`src/rtl/prio_encoder_rr_pkg.sv`:
```
// prio_pkg: shared index-width helper and priority mode constants
package prio_pkg;
  localparam bit PRIO_FIXED = 1'b0;
  localparam bit PRIO_RR = 1'b1;
  function automatic int IDX_W(input int n);
    return (n > 2) ? $clog2(n) : 1;
  endfunction
endpackage

```
`src/rtl/prio_encoder_rr_if.sv`:
```
// prio_encoder_rr_if: request and result handshakes of the priority encoder
interface prio_encoder_rr_if #(parameter int N = 8);
  import prio_pkg::*;
  localparam int W = IDX_W(N);
  logic in_valid, in_ready, out_valid, out_ready, out_none, out_multi;
  logic [N-1:0] req;
  logic [W-1:0] out_idx;
  modport master(output in_valid, req, out_ready, input in_ready, out_valid, out_idx, out_none, out_multi);
  modport slave(input in_valid, req, out_ready, output in_ready, out_valid, out_idx, out_none, out_multi);
endinterface

```
`src/rtl/prio_encoder_rr_find.sv`:
```
// prio_find: combinational search of vec from start downward, wrapping at N-1
module prio_find #(parameter int N = 8, parameter int W = 3) (
  input  logic [N-1:0] vec,
  input  logic [W-1:0] start,
  output logic [W-1:0] idx,
  output logic         none,
  output logic         multi
);
  logic [W-1:0] p;
  always_comb begin
    idx = '0;
    p = '0;
    for (int k = N - 1; k >= 0; k--) begin
      p = W'((int'(start) + N - k) % N);
      idx = vec[p] ? p : idx;
    end
  end
  assign none = ~|vec;
  assign multi = |(vec & (vec - N'(1)));
endmodule

```
`src/rtl/prio_encoder_rr.sv`:
```
// prio_encoder_rr: registered N-to-log2(N) priority encoder, fixed or round-robin
module prio_encoder_rr #(parameter int N = 8, parameter int RR = 0) (
  input logic clk,
  input logic rst,
  prio_encoder_rr_if.slave bus
);
  import prio_pkg::*;
  localparam int W = IDX_W(N);
  logic [W-1:0] ptr, start, idx;
  logic none, multi, accept, take;
  assign start = (RR == int'(PRIO_RR)) ? ptr : W'(N - 1);
  assign bus.in_ready = !bus.out_valid || bus.out_ready;
  assign accept = bus.in_valid && bus.in_ready;
  assign take = bus.out_valid && bus.out_ready;
  prio_find #(.N(N), .W(W)) u_find (.vec(bus.req), .start(start), .idx(idx), .none(none), .multi(multi));
  // an empty request leaves the pointer alone so the next winner is unchanged
  always_ff @(posedge clk) begin
    if (rst) begin
      bus.out_valid <= 1'b0;
      bus.out_idx <= '0;
      bus.out_none <= 1'b0;
      bus.out_multi <= 1'b0;
      ptr <= W'(N - 1);
    end else if (accept) begin
      bus.out_valid <= 1'b1;
      bus.out_idx <= idx;
      bus.out_none <= none;
      bus.out_multi <= multi;
      if (!none) ptr <= (idx == '0) ? W'(N - 1) : idx - W'(1);
    end else if (take) begin
      bus.out_valid <= 1'b0;
    end
  end
endmodule

```
`src/flat_wrapper.sv`:
```
// flat-port wrapper written by rule: the top's interface ports become plain ports
module prio_encoder_rr_flat import prio_pkg::*;
#(parameter int N = 8, parameter int RR = 0)
  (clk, rst, bus_in_valid, bus_req, bus_out_ready, bus_in_ready, bus_out_valid, bus_out_idx, bus_out_none, bus_out_multi);
  prio_encoder_rr_if #(.N(N)) bus_i ();
  input logic clk;
  input logic rst;
  input wire logic [$bits(bus_i.in_valid)-1:0] bus_in_valid;
  input wire logic [$bits(bus_i.req)-1:0] bus_req;
  input wire logic [$bits(bus_i.out_ready)-1:0] bus_out_ready;
  output wire logic [$bits(bus_i.in_ready)-1:0] bus_in_ready;
  output wire logic [$bits(bus_i.out_valid)-1:0] bus_out_valid;
  output wire logic [$bits(bus_i.out_idx)-1:0] bus_out_idx;
  output wire logic [$bits(bus_i.out_none)-1:0] bus_out_none;
  output wire logic [$bits(bus_i.out_multi)-1:0] bus_out_multi;
  assign bus_i.in_valid = bus_in_valid;
  assign bus_i.req = bus_req;
  assign bus_i.out_ready = bus_out_ready;
  assign bus_in_ready = bus_i.in_ready;
  assign bus_out_valid = bus_i.out_valid;
  assign bus_out_idx = bus_i.out_idx;
  assign bus_out_none = bus_i.out_none;
  assign bus_out_multi = bus_i.out_multi;
  prio_encoder_rr #(.N(N), .RR(RR)) u_core (.clk(clk), .rst(rst), .bus(bus_i));
endmodule
```
`config.mk`:
```
export PLATFORM = sky130hd
export DESIGN_NAME = prio_encoder_rr_flat
export DESIGN_NICKNAME = d
export VERILOG_FILES = /design/src/rtl/prio_encoder_rr_pkg.sv /design/src/rtl/prio_encoder_rr_if.sv /design/src/rtl/prio_encoder_rr_find.sv /design/src/rtl/prio_encoder_rr.sv /design/src/flat_wrapper.sv
export SDC_FILE = /design/constraint.sdc
export NUM_CORES = 1
export LEC_CHECK = 0
export ABC_AREA = 1
export CORE_AREA = 2 2 39 41
export DETAILED_ROUTE_END_ITERATION = 7
export DIE_AREA = 0 0 41 43
export MAX_ROUTING_LAYER = met4
export PLACE_DENSITY = 0.71
export SYNTH_ARGS = -nofsm -noshare
export SYNTH_HDL_FRONTEND = slang
export SYNTH_SLANG_ARGS = --single-unit
```
`constraint.sdc`:
```
create_clock -name clk -period 1.1 [get_ports clk]
set_clock_uncertainty 0.15 [all_clocks]
set_input_delay 0.275 -clock clk [delete_from_list [all_inputs] [get_ports clk]]
set_output_delay 0.275 -clock clk [all_outputs]
set_load 0.01 [all_outputs]
```
=== Word level (Yosys, flattened, before mapping) ===
Cells that the tools add are included.

* Flip-flop bits (word level): 6
* Input bits: 12
* Output and inout bits: 7
* Logic and storage cells: 23

* Muxes and demuxes: 9
* $add $sub $neg: 1
* Bitwise operators: 1
* Reduce and logical (&&, ||, !) cells: 8

{| class="wikitable"
|+ Operators by type and width
! cell !! count
|-
| $reduce_or 8->1 || 2
|-
| $mux 3 || 4
|-
| $and 8x8->8 || 1
|-
| $sub 8x1->8 const B || 1
|-
| $mux 2 || 2
|-
| $mux 1 || 3
|-
| $logic_and 1x1->1 || 2
|-
| $logic_not 1->1 || 2
|-
| $reduce_bool 2->1 || 1
|-
| $logic_or 1x1->1 || 1
|}

=== Longest topological paths before layout ===
* Word-level depth: 7
* Depth in mapped cells: 7
* Depth with buffers taken out: 7

=== Cells and area by module ===
From an unflattened synthesis, not the netlist that was laid out.

* Cells, all modules: 177
* Area, all modules: 1033.5 um^2

{| class="wikitable"
|+ Modules (own cells, without submodules)
! module !! area each (um^2) !! cells an instance !! instances !! sequential area each (um^2)
|-
| prio_find || 740.7 || 138 || 1 || 0.0
|-
| prio_encoder_rr || 292.8 || 39 || 1 || 120.1
|}

=== Worst setup path after synthesis ===
Ideal clock, no wire load.

* Path kind: register to register
* Start: reg u_core.bus.out_valid
* End: reg u_core.bus.out_multi
* Path buffers: 0
* Slack: 22 ps
* Setup time: 117 ps
* Cell stages (with the launch flop): 6
* Data required time: 833 ps
* Period minus slack after synthesis: 1078 ps
* Data arrival time: 811 ps
* Cells stage by stage: dfxtp_1 nand2_4 nand2_4 inv_1 o21ai_0 nor2_1

* Cells in the longest elaborated chain, start to end: 3

{| class="wikitable"
|+ RTL lines
! what !! RTL line !! text
|-
| start, declared || prio_encoder_rr_if.sv:9 || <nowiki>modport slave(input in_valid, req, out_ready, output in_ready, out_valid, out_idx, out_none, out_multi);</nowiki>
|-
| start signal, assigned || prio_encoder_rr.sv:19 || <nowiki>bus.out_valid <= 1'b0;</nowiki>
|-
| start signal, assigned || prio_encoder_rr.sv:25 || <nowiki>bus.out_valid <= 1'b1;</nowiki>
|-
| start signal, assigned || prio_encoder_rr.sv:31 || <nowiki>bus.out_valid <= 1'b0;</nowiki>
|-
| $logic_not 1->1 || prio_encoder_rr.sv:12 || <nowiki>assign bus.in_ready = !bus.out_valid || bus.out_ready;</nowiki>
|-
| $logic_or 1x1->1 || prio_encoder_rr.sv:12 ||
|-
| named net bus_in_ready || flat_wrapper.sv:11 || <nowiki>output wire logic [$bits(bus_i.in_ready)-1:0] bus_in_ready;</nowiki>
|-
| $logic_and 1x1->1 || prio_encoder_rr.sv:13 || <nowiki>assign accept = bus.in_valid && bus.in_ready;</nowiki>
|-
| end signal, assigned || prio_encoder_rr.sv:28 || <nowiki>bus.out_multi <= multi;</nowiki>
|-
| end, declared || prio_encoder_rr_if.sv:9 ||
|}

The timed path passes the listed nets, and every way through them passes these cells.
A chain may end at the register's enable or synchronous reset.

=== Final worst setup path ===
* Start: reg u_core.bus.out_valid
* End: out bus_in_ready

* Cells in the longest elaborated chain, start to end: 2

{| class="wikitable"
|+ RTL lines
! what !! RTL line
|-
| $logic_not 1->1 || prio_encoder_rr.sv:12
|-
| $logic_or 1x1->1 || prio_encoder_rr.sv:12
|-
| end, declared || flat_wrapper.sv:11
|}

No other way between the ends.

==> impl_results.md <==
- Total CTS buffers: 3
- Sequential cell area: 126 µm²
- H-tree depth: 1
- Routed WL per cell: 10.3 µm
- Leakage: 0.346 nW
- Crit path time final: 1.18 ns
- N_diodes: 0
- Global-route wire length before repair: 1520 µm
- CORE AREA: 1380 µm²
- Die X: 41 µm
- Pins Over Slew Limit: 0
- Final hold vios: 0
- Die Y: 43 µm
- Post-synth top area share: 32.1%
- Arrival time worst endpoint: 0.75 ns
- Max-slew headroom: 86.3%
- Clock Power Share: 32.1%
- Synth Instances: 56
- GP Congestion: 0.860
- Internal power: 456 µW
- Global route total overflow: 0
- FF+latch count, synth: 6
- Syn Std Cell Area: 374 µm²
- RSZ-0062 raised after global routing: yes
- Final Power: 639 µW
- Multi-input gate area: 249 µm²
- Met3 wire length: 108 µm
- Actual slew at the worst max-slew pin: 0.205 ns
- Fin crit share: 107%
- Initial Util: 27.0%
- Pre-CTS setup slack: -0.696 ns
- CP startpoint: u_core.bus.out_valid$_SDFFE_PP0P_
- Dpl hpwl: 760 µm
- Die area: 1760 µm²
- Sequential area share after synthesis: 32.1%
- Syn_nets: 68
- Failing checks: setup timing
- Reg-to-Reg Start: u_core.bus.out_valid$_SDFFE_PP0P_
- Post-synth cell types: 15
- Vias per std cell: 4.39
- Post-Route WL: 1040 µm
- DR top layer: met4
- Met1 WL: 407 µm
- Gr usage total: 13.3%
- Met2 WL: 512 µm
- Yosys top cell by area: dfxtp_1
- Via count: 443
- Layout cells sized above 1: 47.1%
- Crit Path Max Fanout: 2
- Synthesized area per cell: 6.68 µm²
- Comb pwr share: 29.3%
- Hold path start: bus_req[7]
- Hold_ws: 0.274 ns
- Io pins: 19
- Top post-synthesis cells by area: dfxtp_1, nand2_1, inv_1, nor2_1, a21oi_1
- ANT nets after route: 0
- Ys Warns: 0
- Initial DRC count: 3
- NetSw: 183 µW
- Worst-case clock buffer depth: 2
- Area Overhead vs Synth: 81.6%
- TritonRoute pass-1 iters: 4
- Worst setup path category: reg -> out
- CTS Hold Bufs: 0
- Fillers: 134
- Switch share: 28.6%
- Vias in the first global route: 401
- Crit end category: primary output
- Setup WS post-layout: -0.0773 ns
- Final nets: 99
- CTS clk-pin slew, worst paths: 0.05 ns
- Run status: finished with violations
- TritonCTS clock tree: yes
- Worst skew pair latency: 0.24 ns
- Required time at the worst-slack endpoint: 0.67 ns
- Endpoints failing setup: 8
- Worst vdd ir: 0.512 mV
- Site Rows: 14
- Reg power frac: 38.6%
- Hold WC Path Type: in -> reg
- CP Launch Type: register
- Highest clock rate: 849 MHz
- Max-Cap Viols: 0
- Clock net sink count: 6
- Initial antenna violation count: 0
- Root Buffer: clkbuf_4
- DRC: 0
- Largest net degree at the start of global routing: 5
- Pwr per Cell Area: 940 nW/µm²
- Port buffer count: 18
==> cells by family after synthesis <==
kind of cell,share of synthesized area [%]
flops,32.1
compound gates,21.4
buf+inv,8.03
simple gates,38.5
==> timing repair <==
item,4_1_cts,5_1_grt
setup buffers,0,2
endpoints found under the setup margin,13,12
resized for setup,55,6
pin swaps,7,3
==> per-stage QoR <==
step                      instances  instance area [µm²]  util [%]  TNS (ns)
after floorplan                  56                  374         -         0
after global placement           96                  619      44.8     -4.43
after detailed placement         96                  619      44.8     -4.58
after CTS                        99                  642      46.4    -0.299
after global routing            101                  679      49.1    -0.768
final                           101                  679      49.1    -0.273
==> layout make-up <==
type	instances	area share [%]
Clock buffer	3	3.31
Inverter	8	4.42
Multi-Input combinational cell	42	36.6
Sequential cell	6	18.6
Tap cell	16	2.95
Timing Repair Buffer	26	34.1
==> power groups by stage <==
stage | Sequential, mW | Clock [mW] | Combinational, mW
6_report | 0.247 | 0.205 | 0.187
5_1_grt | 0.248 | 0.228 | 0.207
4_1_cts | 0.246 | 0.209 | 0.168
3_5_place_dp | 0.245 | 0 | 0.177
3_3_place_gp | 0.245 | 0 | 0.174
2_1_floorplan | 0.252 | 0 | 0.0602
==> metal layers <==
| metal | vias up | track usage, % |
|---|---|---|
| li1 | 237 | - |
| met1 | 186 | 14.5 |
| met2 | 16 | 19.4 |
| met3 | 4 | 6.81 |
| met4 | 0 | 6.00 |
| met5 | - | - |
==> state kept, by name, indices dropped and copies added (netlist names) <==
signal and flops:
u_core.bus.out_idx 3, u_core.bus.out_multi 1, u_core.bus.out_none 1, u_core.bus.out_valid 1
==> worst max-delay path: stages, from the launching register on <==
cell and delay (ns):
dfxtp_2 0.34, nand2_4 0.05, buf_6 0.11
==> path summary, 6_finish.rpt <==
| path | slack [ns] | depth (start not counted) | end |
|---|---|---|---|
| setup / recovery | -0.08 | 2 | bus_in_ready |
| hold / removal | 0.27 | 4 | u_core.bus.out_none$_SDFFE_PP0P_ |
| setup reg to reg | -0.05 | 6 | u_core.bus.out_idx[2]$_SDFFE_PP0P_ |
| hold reg to reg | 0.36 | 2 | u_core.bus.out_idx[1]$_SDFFE_PP0P_ |
==> cells in the final DEF, fill, tap and decap left out, types with 2 or more instances in the layout <==
master          n
dfxtp_2         5
clkbuf_4        3
buf_4           7
o21ai_0         2
nand2_2         2
dlygate4sd2_1   9
nor2_2          2
buf_2           2
o21ai_1         2
nor2_1          7
inv_1           5
o21ai_2         3
a21oi_1         5
inv_2           3
nand2_1        11
buf_6           6
nand2_4         2
==> cell usage after synthesis <==
cell type,number
nor3_2,1
nor2_2,1
nor2_1,8
a21oi_1,5
nand2_4,2
a21oi_2,1
nand2_1,11
o21ai_1,2
inv_1,8
nor2_4,1
nand3_1,2
dfxtp_1,6
o21bai_2,1
nand2_2,2
o21ai_0,5
(Power assumes the default switching activity.)
